===== src/rtl/imm_ext_pkg.sv =====
// Shared definitions for the immediate-extension unit: mode encoding and the
// width-generic extension function used at the pipe input.
package imm_ext_pkg;

    typedef enum logic [1:0] {
        EXT_SIGN   = 2'b00,
        EXT_ZERO   = 2'b01,
        EXT_UPPER  = 2'b10,
        EXT_BRANCH = 2'b11
    } ext_mode_t;

    // Widest operand the function can produce; callers narrow the result with a cast.
    localparam int unsigned EXT_MAX_W = 128;

    // Extends the low in_w bits of imm to out_w bits; bits at and above out_w are zero.
    function automatic logic [EXT_MAX_W-1:0] ext_compute(
        input logic [EXT_MAX_W-1:0] imm,
        input ext_mode_t            mode,
        input int unsigned          in_w,
        input int unsigned          out_w
    );
        logic [EXT_MAX_W-1:0] field;
        logic [EXT_MAX_W-1:0] sext;
        logic [EXT_MAX_W-1:0] res;
        logic                 sign;
        field = '0;
        sext  = '0;
        res   = '0;
        sign  = 1'b0;
        for (int unsigned b = 0; b < EXT_MAX_W; b++) begin
            if (b == in_w - 1) sign = imm[b];
        end
        for (int unsigned b = 0; b < EXT_MAX_W; b++) begin
            field[b] = (b < in_w) ? imm[b] : 1'b0;
            sext[b]  = (b < in_w) ? imm[b] : sign;
        end
        case (mode)
            EXT_SIGN:   res = sext;
            EXT_ZERO:   res = field;
            EXT_UPPER:  res = field << (out_w - in_w);
            EXT_BRANCH: res = sext << 2;
            default:    res = '0;
        endcase
        for (int unsigned b = 0; b < EXT_MAX_W; b++) begin
            if (b >= out_w) res[b] = 1'b0;
        end
        return res;
    endfunction

endpackage


===== src/rtl/imm_ext_stage.sv =====
// One valid/ready register slice. A bubble (v=0) is overwritten without
// waiting on downstream; a held entry stays put until downstream accepts it.
module imm_ext_stage #(
    parameter int unsigned W = 34
) (
    input  logic         clk,
    input  logic         reset,
    input  logic         up_valid,
    output logic         up_ready,
    input  logic [W-1:0] up_data,
    output logic         dn_valid,
    input  logic         dn_ready,
    output logic [W-1:0] dn_data
);

    logic         v;
    logic [W-1:0] d;

    // Slice can load whenever it is empty or its contents leave this cycle.
    always_comb begin
        up_ready = !v || dn_ready;
        dn_valid = v;
        dn_data  = d;
    end

    // Register the slice; data only changes when a valid entry is taken.
    always_ff @(posedge clk) begin
        if (reset) begin
            v <= 1'b0;
            d <= '0;
        end else if (up_ready) begin
            v <= up_valid;
            if (up_valid) d <= up_data;
        end
    end

endmodule


===== src/rtl/imm_extend_pipe.sv =====
// Pipelined immediate extension: the operand is extended combinationally at
// the input and then carried, together with its mode, through STAGES slices.
module imm_extend_pipe
    import imm_ext_pkg::*;
#(
    parameter int unsigned IN_W   = 16,
    parameter int unsigned OUT_W  = 32,
    parameter int unsigned STAGES = 1
) (
    input  logic             clk,
    input  logic             reset,
    input  logic             in_valid,
    output logic             in_ready,
    input  logic [IN_W-1:0]  in_imm,
    input  logic [1:0]       in_mode,
    output logic             out_valid,
    input  logic             out_ready,
    output logic [OUT_W-1:0] out_imm,
    output logic [1:0]       out_mode
);

    localparam int unsigned DW = OUT_W + 2;

    if (IN_W < 2 || OUT_W < IN_W + 2 || STAGES < 1 || OUT_W > EXT_MAX_W) begin : g_bad_params
        $error("imm_extend_pipe: illegal parameters IN_W=%0d OUT_W=%0d STAGES=%0d",
               IN_W, OUT_W, STAGES);
    end

    logic [OUT_W-1:0] ext_val;

    // Extend the incoming field for the selected mode.
    always_comb begin
        ext_val = OUT_W'(ext_compute(EXT_MAX_W'(in_imm), ext_mode_t'(in_mode), IN_W, OUT_W));
    end

    // Each slice's ready is looked up from the slice after it, so the chain is
    // wired by cross-referencing neighbouring generate iterations.
    for (genvar k = 0; k < STAGES; k++) begin : g_stage
        logic          up_v;
        logic          up_r;
        logic [DW-1:0] up_d;
        logic          dn_v;
        logic          dn_r;
        logic [DW-1:0] dn_d;

        if (k == 0) begin : g_head
            assign up_v = in_valid;
            assign up_d = {in_mode, ext_val};
        end else begin : g_link
            assign up_v = g_stage[k-1].dn_v;
            assign up_d = g_stage[k-1].dn_d;
        end

        if (k == STAGES - 1) begin : g_tail
            assign dn_r = out_ready;
        end else begin : g_mid
            assign dn_r = g_stage[k+1].up_r;
        end

        imm_ext_stage #(.W(DW)) u_stage (
            .clk      (clk),
            .reset    (reset),
            .up_valid (up_v),
            .up_ready (up_r),
            .up_data  (up_d),
            .dn_valid (dn_v),
            .dn_ready (dn_r),
            .dn_data  (dn_d)
        );
    end

    // Present the last slice; input is refused for the whole reset cycle.
    always_comb begin
        in_ready  = !reset && g_stage[0].up_r;
        out_valid = g_stage[STAGES-1].dn_v;
        out_mode  = g_stage[STAGES-1].dn_d[DW-1 -: 2];
        out_imm   = g_stage[STAGES-1].dn_d[OUT_W-1:0];
    end

endmodule


===== config.mk =====
export PLATFORM = sky130hd
export DESIGN_NAME = imm_extend_pipe
export DESIGN_NICKNAME = d
export VERILOG_FILES = /design/src/rtl/imm_ext_pkg.sv /design/src/rtl/imm_ext_stage.sv /design/src/rtl/imm_extend_pipe.sv
export SDC_FILE = /design/constraint.sdc
export NUM_CORES = 1
export LEC_CHECK = 0
export BUFFER_PORTS_ARGS = -buffer_cell sky130_fd_sc_hd__buf_2
export CORE_MARGIN = 2
export CORE_UTILIZATION = 52
export CTS_CLUSTER_SIZE = 25
export DETAILED_ROUTE_END_ITERATION = 6
export HOLD_SLACK_MARGIN = 0.02
export PLACE_DENSITY = 0.8
export SLEW_MARGIN = 10
export SYNTH_ARGS = -nofsm -noshare
export SYNTH_HDL_FRONTEND = slang
export SYNTH_SLANG_ARGS = --single-unit

===== constraint.sdc =====
create_clock -name clk -period 3.1 [get_ports clk]
set_input_delay 0.31 -clock clk [delete_from_list [all_inputs] [get_ports clk]]
set_output_delay 0.31 -clock clk [all_outputs]
set_load 0.05 [all_outputs]

== Word-level counts from Yosys, hierarchy flattened ==
Index checks and enable logic that the tools add are counted.
Word-level totals
  output and inout bits: 36
  logic and storage cells: 12
  input port bits: 22
  flip-flop bits (word level): 35
Operators by class
  muxes and demuxes: 1
  reduce and logical (&&, ||, !) cells: 6
  equality and inequality tests: 3
Operators with widths (number)
  32-bit case mux with 4 select lines: 1
  2-bit equality test (second input constant): 2
  2-bit by 1-bit equality test with 1-bit output (second input constant): 1
  1-bit logical NOT: 2
  2-bit logical NOT: 1
  2-bit AND reduction: 1
  1-bit logical AND: 1
  1-bit logical OR: 1

== Depth between registers and ports, before layout ==
Gate-level depths: netlist of the first run.
  depth in word-level cells: 3
  gate-level depth with buffers: 5
  gate-level depth less buffers: 3

== Hierarchy ==
From an unflattened synthesis of the first run, not the netlist that was laid out.
Unflattened totals
  cells, all modules: 220
  area, all modules: 2175.8 µm²
By module, submodules not included
  imm_ext_stage: instances 1, area each 1659.1 µm², cells each 160
  imm_extend_pipe: instances 1, area each 516.7 µm², cells each 60

== Worst setup path after synthesis of the first run ==
No wires, ideal clock.
  kind: flip-flop to output port
  start point: register g_stage[0].u_stage.v
  end point: output in_ready
  slack: 1.336 ns
  stages on the path, launching flop included: 3
  arrival time: 1.454 ns
  cells stage by stage: dfxtp_1 > and2b_1 > nor2_1
Between the ends
  word-level cells in the longest chain between the ends: 3
Ends and longest elaborated chain
  start, declared: RTL line imm_ext_stage.sv:16  | logic v;
  start signal, assigned: RTL line imm_ext_stage.sv:32  | v <= up_valid;
  1-bit logical NOT: RTL line imm_ext_stage.sv:21  | up_ready = !v || dn_ready;
  1-bit logical OR: RTL line imm_ext_stage.sv:21
  1-bit logical AND: RTL line imm_extend_pipe.sv:74  | in_ready = !reset && g_stage[0].up_r;
  end, declared: RTL line imm_extend_pipe.sv:13  | output logic in_ready,
Every way passes these cells.

== Final worst setup path of the first run ==
  start point: input in_valid
  end point: register g_stage[0].u_stage.d[2]
Between the ends
  word-level cells in the longest chain between the ends: 1
Ends and longest elaborated chain
  start, declared: RTL line imm_extend_pipe.sv:12  | input logic in_valid,
  2-bit AND reduction (no source line)
  end signal, assigned: RTL line imm_ext_stage.sv:33  | if (up_valid) d <= up_data;
  end, declared: RTL line imm_ext_stage.sv:17  | logic [W-1:0] d;
Every way passes these cells.
A chain may end at the register's enable or synchronous reset.

==> summary.txt, run 1 <==
Floorplanning
  – FP Rows: 19
  – Initial core utilization: 0.558
  – Core box area: 0.00283 mm²
  – Die area: 0.00349 mm²
  – Die Wd: 59.1 µm
  – Vert. Die Dim: 59.1 µm
  – I/O Pins: 58

Clocking
  – Hold buffers post-CTS: 0
  – Clk root buf: clkbuf_4
  – H-tree depth: 2
  – CTS tree: built
  – CTS buffer count: 5
  – Worst-Skew Late Latency: 0.33 ns
  – Reg clk slew, reported paths: 0.09 ns
  – CTS resizes: 0
  – Clk sinks: 35
  – Max clock buf depth: 2
  – Postcts setup bufs: 0

Synth
  – Flops & latches, synth: 35
  – Xor/xnor share of the synthesized area: 0.00555
  – Post-Synthesis Net Count: about 200
  – Fraction of synthesized area in multiplexers: 0.00713
  – Synth Area in Compound Gates: 0.340
  – Simple-Gate Fraction of Synth Area: 0.132
  – Post-synthesis average cell area: 8.68 µm²
  – Sequential area share after synthesis: 0.444
  – Cell Area, Synth: 0.00158 mm²
  – Largest family of logic cells by synthesized area: compound AO/OA/AOI/OAI gates
  – Synth warn: 0
  – Synth cell types: 26
  – Cell count after synthesis: between 150 and 200
  – Post-synthesis adder-cell area fraction: 0

STA
  – Final min period: 1.72 ns
  – Worst Tran Pin Value: 0.915 ns
  – Final setup violation count: 0
  – Skew final: about 0.0066 ns
  – Peak Freq: 0.582 GHz
  – Setup TNS: 0 ns
  – Unrepaired setup endpoints after global routing: no
  – Worst slew margin: 0.388
  – Final hold violation count: 0
  – Fin. max-slew vios: 0
  – Final period util: 0.554

Critical path
  – Max Fanout on Critical Path: 35
  – Flop2flop setup slack: 1.45 ns
  – CP Launch Type: input port
  – Crit-path slowest cell: nor2_1
  – Required @ worst endpoint: 3.27 ns
  – Cell family with most CP delay: simple AND/OR/NAND/NOR gates
  – FF-to-FF Start: g_stage[0].u_stage.dn_valid$_SDFFE_PP0P_
  – Crit Path Class: in2reg
  – Critical path buffers and inverters: 3
  – CP Capture Type: flop
  – R2r worst-path depth: 3
  – Crit path DAT: 1.88 ns
  – FF-to-FF End: g_stage[0].u_stage.dn_data[2]$_SDFFE_PP0P_
  – Crit-path cells: buf_2 -> buf_4 -> inv_1 -> nor2_1 -> a211oi_1
  – CP max stage delay: 0.75 ns

Final layout
  – Multi-input gate area: 766 µm²
  – Final-layout fill cell count: 256
  – Nets: about 250
  – FF+latch area: ~700 µm²
  – Final Instance Area: 0.00185 mm²
  – Layout Utilization: 0.655
  – Diode count: 0
  – Share of layout cells above drive strength 1: 0.307
  – Area Growth Syn to Fin: 17.4%

Min path
  – Min-Delay Path Class: in2reg
  – WHS Path Cells: 3
  – Min-delay src: in_imm[3]
  – Hold endpoint: g_stage[0].u_stage.dn_data[19]$_SDFFE_PP0P_

GRT
  – GRT overflow: 0
  – Total global-route track usage: 0.243
  – Largest net degree at the start of global routing: 37
  – First-pass GRT wire length: 6460 µm
  – Initial antenna violation count: 0
  – Vias in the first global route: 1382

Routing
  – Pre-antenna DRT Iters: 4
  – Residual DRC: 0
  – Final wirelength: 4070 µm
  – WL per Instance: 15.7 µm
  – Initial DRC Count: 75
  – Vias per cell: 5.88
  – Routed Antenna Nets: 0
  – DR vias: about 1500

Pwr
  – Worst VDD drop: 0.000301 V
  – Total power: about 1.0 mW
  – Cell leakage power: 0.786 nW
  – PwrDens: 546 mW/mm²

Placed design
  – DP HPWL: about 2900 µm
  – Gpl congestion: 0.894
  – Placed cell area: 0.00181 mm²
  – Port Buffer Count: 57

Outcome
  – Status: finished, final reports clean

Flow run
  – Maxcap violations: 0
report_power, final:
group	internal [mW]	switching, mW	total, mW
combinational	0.0769	0.217	0.294
sequential	0.484	0.0176	0.501
clock	0.0806	0.136	0.216
total	0.641	0.371	1.01
area by class of cell:
cell class | instances | area share
Clock buffer | 6 | 0.0223
Inverter | 2 | 0.00405
Multi-Input combinational cell | 126 | 0.413
Sequential cell | 35 | 0.378
Tap cell | 31 | 0.0209
Timing Repair Buffer | 59 | 0.162
kinds of logic after synthesis:
family | count (synthesis)
AOI/OAI and AO/OA | 85
muxes | 1
xor gates and xnor gates | 1
buffers and inverters | 21
DFF | 35
and+or+nand+nor | 39
tightest hold or removal path: stages:
cell and delay (ns):
buf_2 0.12, nand2_1 0.06, a211oi_1 0.06
placed cells by master, fill, tap and decap left out, drive strengths merged:
cell type	synthesis	final
and2b	2	2
nand4b	2	2
inv	2	2
a21oi	48	48
xnor2	1	1
o2111ai	1	1
a311oi	1	1
nand2	15	15
a211oi	29	29
nand3	2	2
nand2b	2	2
o21ai	5	5
nor2	2	2
and2	1	1
clkbuf	8	6
nor2b	13	13
a2bb2oi	1	1
buf	11	59
dfxtp	35	35
mux2	1	1
synth_stat cells:
master | number | area [µm²]
xnor2_1 | 1 | 8.76
buf_4 | 6 | 45.0
a311oi_1 | 1 | 8.76
a21oi_1 | 48 | 240
nor2b_1 | 13 | 81.3
nand2_1 | 15 | 56.3
clkbuf_1 | 8 | 30.0
dfxtp_1 | 35 | 701
mux2_2 | 1 | 11.3
buf_6 | 1 | 11.3
a211oi_1 | 25 | 188
a211oi_2 | 3 | 37.5
and2b_4 | 1 | 10.0
buf_2 | 3 | 15.0
buf_1 | 1 | 3.75
nor2_1 | 2 | 7.51
nand3_1 | 2 | 10.0
a2bb2oi_1 | 1 | 8.76
a211oi_4 | 1 | 20.0
and2b_1 | 1 | 7.51
o21ai_0 | 5 | 25.0
and2_1 | 1 | 6.26
nand4b_1 | 2 | 17.5
nand2b_1 | 2 | 12.5
inv_1 | 2 | 7.51
o2111ai_1 | 1 | 8.76
worst max-delay path by stage:
stage | start | to | slack (ns) | cells past startpoint
floorplan | g_stage[0].u_stage.dn_valid$_SDFFE_PP0P_ | in_ready | 1.34 | 2
global placement | in_valid | g_stage[0].u_stage.dn_data[15]$_SDFFE_PP0P_ | 1.12 | 5
detailed placement | in_valid | g_stage[0].u_stage.dn_data[2]$_SDFFE_PP0P_ | 1.07 | 5
CTS | in_valid | g_stage[0].u_stage.dn_data[2]$_SDFFE_PP0P_ | 1.41 | 5
global route | in_valid | g_stage[0].u_stage.dn_data[2]$_SDFFE_PP0P_ | 1.26 | 5
finish | in_valid | g_stage[0].u_stage.dn_data[2]$_SDFFE_PP0P_ | 1.38 | 5
state kept, by name, indices dropped and copies added, names as in the netlist:
signal,cells
g_stage.u_stage.dn_data,34
g_stage.u_stage.dn_valid,1
routing by layer:
layer | up-vias | global-route usage | wire, µm
li1 | 746 | - | -
met2 | 53 | 0.390 | 1960
met1 | 716 | 0.316 | 1820
met5 | - | 0 | 0
met3 | 8 | 0.0633 | 230
met4 | 0 | 0.0812 | 60
through the flow:
step,hold slack (ns),worst slack [ns],std cells
2_1_floorplan,0.452,1.34,182
3_3_place_gp,0.464,1.12,253
3_5_place_dp,0.468,1.07,253
4_1_cts,0.253,1.41,259
5_1_grt,0.261,1.26,259
6_report,0.259,1.38,259
Note: power is estimated with default switching activity, not from simulation.
==> run 2, diff against run 1 <==
--- a/config.mk
+++ b/config.mk
@@ -5,13 +5,14 @@
 export SDC_FILE = /design/constraint.sdc
 export NUM_CORES = 1
 export LEC_CHECK = 0
+export ABC_AREA = 1
 export BUFFER_PORTS_ARGS = -buffer_cell sky130_fd_sc_hd__buf_2
 export CORE_MARGIN = 2
-export CORE_UTILIZATION = 52
+export CORE_UTILIZATION = 46
 export CTS_CLUSTER_SIZE = 25
 export DETAILED_ROUTE_END_ITERATION = 6
 export HOLD_SLACK_MARGIN = 0.02
-export PLACE_DENSITY = 0.8
+export PLACE_DENSITY = 0.73
 export SLEW_MARGIN = 10
 export SYNTH_ARGS = -nofsm -noshare
 export SYNTH_HDL_FRONTEND = slang
==> constraint.sdc (replaced) <==
create_clock -name clk -period 1.4 [get_ports clk]
set_input_delay 0.14 -clock clk [delete_from_list [all_inputs] [get_ports clk]]
set_output_delay 0.14 -clock clk [all_outputs]
set_load 0.05 [all_outputs]
==> summary.txt, run 2 <==
Routing
  – Final wirelength: 4230 µm (was 4070 µm)
  – Pre-antenna DRT Iters: 4 (unchanged)
  – DR vias: 1914 (was 1523)
  – Initial DRC Count: 86 (was 75)
  – WL per Instance: 10.3 µm (was 15.7 µm)
  – Routed Antenna Nets: 0 (unchanged)
  – Vias per cell: 4.67 (was 5.88)
  – Residual DRC: 0 (unchanged)

Placed design
  – Dpl cells: 404 (was 253)
  – Port Buffer Count: 57 (unchanged)
  – Gpl congestion: 0.798 (was 0.894)
  – Pre-CTS worst setup slack: 0.209 ns (was 1.07 ns)
  – DP HPWL: 3150 µm (was 2890 µm)

Min path
  – Min-Delay Path Class: in2reg (unchanged)

Critical path
  – CP Launch Type: flop (was input port)
  – Crit-path cells: a21oi_2 -> buf_2 (was buf_2 -> buf_4 -> inv_1 -> nor2_1 -> a211oi_1)
  – Cell family with most CP delay: flip-flops (was simple AND/OR/NAND/NOR gates)
  – Required @ worst endpoint: 1.26 ns (was 3.27 ns)
  – Crit Path Class: reg2out (was in2reg)
  – Critical path buffers and inverters: 1 (was 3)
  – CP Capture Type: primary output (was flop)
  – Crit path DAT: 1.01 ns (was 1.88 ns)
  – Max Fanout on Critical Path: 3 (was 35)
  – Crit-path slowest cell: dfxtp_1 (was nor2_1)
  – CP max stage delay: 0.34 ns (was 0.75 ns)

STA
  – Final min period: 1.15 ns
  – Final period util: 0.822
  – Fin. max-slew vios: 0 (unchanged)
  – Worst setup margin: 0.249 ns (was 1.38 ns)
  – Setup TNS: 0 ns (unchanged)
  – Worst Tran Pin Value: 0.434 ns (was 0.915 ns)
  – Skew final: 0.00563 ns (was 0.00658 ns)
  – Final hold violation count: 0 (unchanged)
  – Final setup violation count: 0 (unchanged)
  – Peak Freq: 0.869 GHz
  – Unrepaired setup endpoints after global routing: no (unchanged)
  – Worst slew margin: 0.709 (was 0.388)

Synth
  – Post-synthesis average cell area: 6.13 µm² (was 8.68 µm²)
  – Post-Synthesis Net Count: 330 (was 204)
  – Synth warn: 0 (unchanged)
  – Cell Area, Synth: 0.00189 mm² (was 0.00158 mm²)
  – EDFF count, synth: 0 (unchanged)
  – Sequential area share after synthesis: 0.371 (was 0.444)
  – Post-synth top flop: dfxtp_1 (unchanged)
  – Flops & latches, synth: 35 (unchanged)
  – Main area contributors after synthesis: dfxtp_1 37%, nand2_1 22%, nor2_1 12% (was dfxtp_1 44%, a21oi_1 15%, a211oi_1 12%)
  – Largest area contributor in the netlist: dfxtp_1 (unchanged)
  – Synth top area share: 0.371 (was 0.444)
  – Synth cell types: 19 (was 26)
  – Most numerous cell in the Yosys netlist: nand2_1 (was a21oi_1)
  – Share of flip-flops with an asynchronous set or reset: 0 (unchanged)
  – Most frequent cells after synthesis: 110 x nand2_1, 62 x nor2_1, 35 x dfxtp_1 (was 48 x a21oi_1, 35 x dfxtp_1, 25 x a211oi_1)
  – Cell count after synthesis: 308 (was 182)

Clocking
  – Hold buffers post-CTS: 0 (unchanged)
  – Reg clk slew, reported paths: 0.07 ns (was 0.09 ns)
  – Postcts setup bufs: 0 (unchanged)
  – Clk sinks: 35 (unchanged)
  – Worst-Skew Late Latency: 0.28 ns (was 0.33 ns)
  – Clk root buf: clkbuf_8 (was clkbuf_4)
  – CTS tree: built (unchanged)
  – H-tree depth: 2 (unchanged)
  – CTS resizes: 0 (unchanged)
  – CTS buffer count: 5 (unchanged)
  – Max clock buf depth: 2 (unchanged)

Pwr
  – Cell leakage power: 1.27 nW (was 0.786 nW)
  – Worst VDD drop: 0.000482 V (was 0.000301 V)
  – PwrDens: 1130 mW/mm² (was 546 mW/mm²)

Floorplanning
  – Initial core utilization: 0.476 (was 0.558)
  – Die Wd: 68.1 µm (was 59.1 µm)
  – FP Rows: 23 (was 19)
  – Vert. Die Dim: 68.1 µm (was 59.1 µm)
  – I/O Pins: 58 (unchanged)
  – Core box area: 0.00397 mm² (was 0.00283 mm²)
  – Die area: 0.00464 mm² (was 0.00349 mm²)

GRT
  – Vias in the first global route: 1654 (was 1382)
  – Total global-route track usage: 0.195 (was 0.243)
  – GRT overflow: 0 (unchanged)
  – Initial antenna violation count: 0 (unchanged)
  – First-pass GRT wire length: 6980 µm (was 6460 µm)
  – Largest net degree at the start of global routing: 34 (was 37)

Final layout
  – Layout Utilization: 0.566 (was 0.655)
  – Area Growth Syn to Fin: 19.1% (was 17.4%)
  – Most frequent cells in the layout: 110 x nand2_1, 62 x nor2_1, 57 x buf_2 (was 57 x buf_2, 48 x a21oi_1, 35 x dfxtp_1)
  – Share of layout cells above drive strength 1: 0.228 (was 0.307)
  – Nets: 383 (was 251)
  – Diode count: 0 (unchanged)
  – Max FFs per register: 34 (unchanged)
  – Non-filler cells, final: 410 (was 259)
  – Most common cell after layout, fill and taps aside: nand2_1 (was buf_2)

Outcome
  – Status: finished, final reports clean (unchanged)

Flow run
  – Maxcap violations: 0 (unchanged)
run 2: cell types whose count changed after synthesis, sizes merged, moves of 2 or more:
cell / change
a211oi: -29
inv: +35
buf: +3
nand4b: -2
o21ai: -3
nand2b: -2
clkbuf: -5
and2b: -2
nand3: +31
nor2: +64
nand2: +98
nor2b: -13
a21oi: -44
run 2: power breakdown:
group          internal [mW]  leakage (nW)  switching [mW]  total (mW)
Sequential              1.08         0.290          0.0365        1.11
Combinational          0.211         0.946           0.571       0.782
Clock                  0.331        0.0371           0.324       0.655
Total                   1.62          1.27           0.931        2.55
run 2: path summary, 6_finish.rpt:
check	from	end	slack (ns)	cells after the start
worst max-delay path	g_stage[0].u_stage.dn_valid$_SDFFE_PP0P_	in_ready	0.25	2
worst min-delay path	reset	g_stage[0].u_stage.dn_valid$_SDFFE_PP0P_	0.05	2
worst max register to register	g_stage[0].u_stage.dn_valid$_SDFFE_PP0P_	g_stage[0].u_stage.dn_data[16]$_SDFFE_PP0P_	0.29	6
worst min register to register	g_stage[0].u_stage.dn_data[32]$_SDFFE_PP0P_	g_stage[0].u_stage.dn_data[32]$_SDFFE_PP0P_	0.49	2
run 2: final cells by class:
cell class | instances | area (µm²)
flip-flops and latches | 35 | 701
fillers | 429 | 1720
multi-input cells | 218 | 916
inverters | 38 | 143
repair buffers | 63 | 355
clock buffers | 6 | 72.6
well taps | 50 | 62.6
run 2: worst reg2reg max path: cells and delay by family (launching register included):
family / cells / cell delay (ns)
DFF: 1 / 0.38
and+or+nand+nor: 5 / 0.37
buffers and inverters: 1 / 0.23
run 2: cell families after synthesis:
family / after synthesis / share of synthesized area
AOI/OAI and AO/OA: 6 / 0.0159
buffers and inverters: 55 / 0.146
DFF: 35 / 0.371
and+or+nand+nor: 212 / 0.467
run 2: per-layer routing:
metal	global-route usage	part of all wire
met1	0.244	0.45
met2	0.319	0.46
met3	0.0658	0.083
met4	0.0550	0.015
met5	0	0
run 2: metrics by stage:
stage | hold slack, ns | area (µm²) | power [mW]
3_3_place_gp | 0.341 | 2180 | 1.92
2_1_floorplan | 0.209 | 1890 | 1.75
3_5_place_dp | 0.353 | 2180 | 1.92
6_report | 0.0544 | 2250 | 2.55
4_1_cts | 0.0533 | 2250 | 2.58
5_1_grt | 0.0580 | 2250 | 2.70
==> run 3, diff against run 2 <==
--- a/config.mk
+++ b/config.mk
@@ -5,14 +5,14 @@
 export SDC_FILE = /design/constraint.sdc
 export NUM_CORES = 1
 export LEC_CHECK = 0
-export ABC_AREA = 1
+export ABC_AREA = 0
 export BUFFER_PORTS_ARGS = -buffer_cell sky130_fd_sc_hd__buf_2
 export CORE_MARGIN = 2
-export CORE_UTILIZATION = 46
+export CORE_UTILIZATION = 44
 export CTS_CLUSTER_SIZE = 25
 export DETAILED_ROUTE_END_ITERATION = 6
 export HOLD_SLACK_MARGIN = 0.02
-export PLACE_DENSITY = 0.73
+export PLACE_DENSITY = 0.72
 export SLEW_MARGIN = 10
 export SYNTH_ARGS = -nofsm -noshare
 export SYNTH_HDL_FRONTEND = slang
==> constraint.sdc (replaced) <==
create_clock -name clk -period 1 [get_ports clk]
set_input_delay 0.1 -clock clk [delete_from_list [all_inputs] [get_ports clk]]
set_output_delay 0.1 -clock clk [all_outputs]
set_load 0.05 [all_outputs]
==> summary.txt, run 3 (synthesis gave the netlist of run 1 again) <==
Outcome
  – Status: complete, but fails checks (was finished, final reports clean)
  – Failing checks: negative setup slack

Floorplanning
  – Die Wd: 63.9 µm (was 68.1 µm)
  – FP Rows: 21 (was 23)
  – Die area: 0.00408 mm² (was 0.00464 mm²)
  – Initial core utilization: 0.466 (was 0.476)
  – Vert. Die Dim: 63.9 µm (was 68.1 µm)
  – I/O Pins: 58 (unchanged)
  – Core box area: 0.00339 mm² (was 0.00397 mm²)

STA
  – Peak Freq: 0.704 GHz
  – Final setup violation count: 39 (was 0)
  – Final period util: 1.42
  – Setup TNS: -10.90 ns (was 0 ns)
  – Skew final: 0.00705 ns (was 0.00563 ns)
  – Fin. max-slew vios: 0 (unchanged)
  – Worst Tran Pin Value: 0.321 ns (was 0.434 ns)
  – Unrepaired setup endpoints after global routing: yes (was no)
  – Min Hold Slack: 0.00143 ns (was 0.0544 ns)
  – Worst setup margin: -0.420 ns (was 0.249 ns)
  – Worst slew margin: 0.786 (was 0.709)
  – Final min period: 1.42 ns
  – Final hold violation count: 0 (unchanged)

Critical path
  – Crit path DAT: 1.68 ns (was 1.01 ns)
  – CP Launch Type: flop (unchanged)
  – CP Capture Type: flop (was primary output)
  – Max Fanout on Critical Path: 4 (was 3)
  – R2r worst-path depth: 7 (was 6)
  – Required @ worst endpoint: 1.26 ns (about the same)
  – Crit Path Class: reg2reg (was reg2out)

Routing
  – Vias per cell: 6.12 (was 4.67)
  – Final wirelength: 7090 µm (was 4230 µm)
  – Routed Antenna Nets: 0 (unchanged)
  – Initial DRC Count: 197 (was 86)
  – Residual DRC: 0 (unchanged)
  – WL per Instance: 22.6 µm (was 10.3 µm)
  – DR vias: 1921 (was 1914)
  – Pre-antenna DRT Iters: 4 (unchanged)

Clocking
  – CTS tree: built (unchanged)
  – H-tree depth: 2 (unchanged)
  – Max clock buf depth: 2 (unchanged)
  – Clk sinks: 35 (unchanged)
  – Worst-Skew Late Latency: 0.36 ns (was 0.28 ns)
  – CTS buffer count: 5 (unchanged)
  – Clk root buf: clkbuf_4 (was clkbuf_8)
  – Reg clk slew, reported paths: 0.10 ns (was 0.07 ns)

Final layout
  – Share of layout cells above drive strength 1: 0.694 (was 0.228)
  – Most common cell after layout, fill and taps aside: buf_6 (was nand2_1)
  – Diode count: 0 (unchanged)
  – Max FFs per register: 34 (unchanged)
  – Most frequent cells in the layout: 33 x buf_6, 27 x dfxtp_2, 25 x a21oi_1 (was 110 x nand2_1, 62 x nor2_1, 57 x buf_2)
  – Nets: 291 (was 383)
  – Layout Utilization: 0.880 (was 0.566)
  – Area Growth Syn to Fin: 88.8% (was 19.1%)

GRT
  – GRT overflow: 0 (unchanged)
  – Largest net degree at the start of global routing: 24 (was 34)
  – Total global-route track usage: 0.288 (was 0.195)
  – Vias in the first global route: 1787 (was 1654)
  – Initial antenna violation count: 0 (unchanged)
  – First-pass GRT wire length: 9110 µm (was 6980 µm)

Placed design
  – DP HPWL: 3060 µm (was 3150 µm)
  – Gpl congestion: 0.828 (was 0.798)
  – Port Buffer Count: 57 (unchanged)
  – Pre-CTS worst setup slack: -0.139 ns (was 0.209 ns)

Flow run
  – Maxcap violations: 0 (unchanged)

Min path
  – Min-Delay Path Class: in2reg (unchanged)
  – WHS Path Cells: 3 (was 2)

Pwr
  – Cell leakage power: 1.17 nW (was 1.27 nW)
  – Worst VDD drop: 0.00104 V (was 0.000482 V)
  – PwrDens: 1300 mW/mm² (was 1130 mW/mm²)
  – Total power: 3.88 mW (was 2.55 mW)
## run 3: repair_timing
action | CTS | global route
hold buffers | 4 | 1
resized for setup | 88 | 102
setup buffers | 9 | 7
endpoints found under the hold margin | 4 | 1
pin swaps | 4 | 31
cloned | 4 | 2
setup endpoints to repair | 70 | 67
## run 3: stage by stage
step                      std cells  instance area [µm²]
final                           314                 2980
after global routing            314                 2980
after CTS                       307                 2590
after detailed placement        284                 2060
after global placement          284                 2060
after floorplan                 182                 1640
## run 3: routing by layer
layer	vias up	track usage	routed length [µm]
li1	839	-	-
met1	957	0.370	2780
met2	106	0.469	3590
met3	19	0.0651	507
met4	0	0.109	204
met5	-	0	0
## run 3: final cells by class
class / instances / area, µm²
fillers: 142 / 408
inverters: 2 / 7.51
well taps: 46 / 57.6
repair buffers: 99 / 1090
flip-flops and latches: 35 / 764
clock buffers: 6 / 41.3
multi-input cells: 126 / 1020
## run 3: final timing paths
kind	to	slack (ns)	startpoint
hold reg to reg	g_stage[0].u_stage.dn_data[33]$_SDFFE_PP0P_	0.49	g_stage[0].u_stage.dn_data[33]$_SDFFE_PP0P_
hold / removal	g_stage[0].u_stage.dn_data[26]$_SDFFE_PP0P_	0.001	in_imm[10]
setup / recovery	g_stage[0].u_stage.dn_data[23]$_SDFFE_PP0P_	-0.42	g_stage[0].u_stage.dn_valid$_SDFFE_PP0P_
setup reg to reg	g_stage[0].u_stage.dn_data[23]$_SDFFE_PP0P_	-0.42	g_stage[0].u_stage.dn_valid$_SDFFE_PP0P_
## run 3: critical path, cell delays in order (launching register included)
cell	delay, ns
dfxtp_4	0.35
buf_4	0.13
buf_6	0.11
nand2b_4	0.12
buf_6	0.12
clkbuf_16	0.13
a21oi_1	0.09
a211oi_1	0.26
## run 3: report_power, final
part	switching (mW)	internal [mW]	total [mW]
Sequential	0.108	1.51	1.62
Clock	0.492	0.250	0.742
Combinational	0.871	0.640	1.51
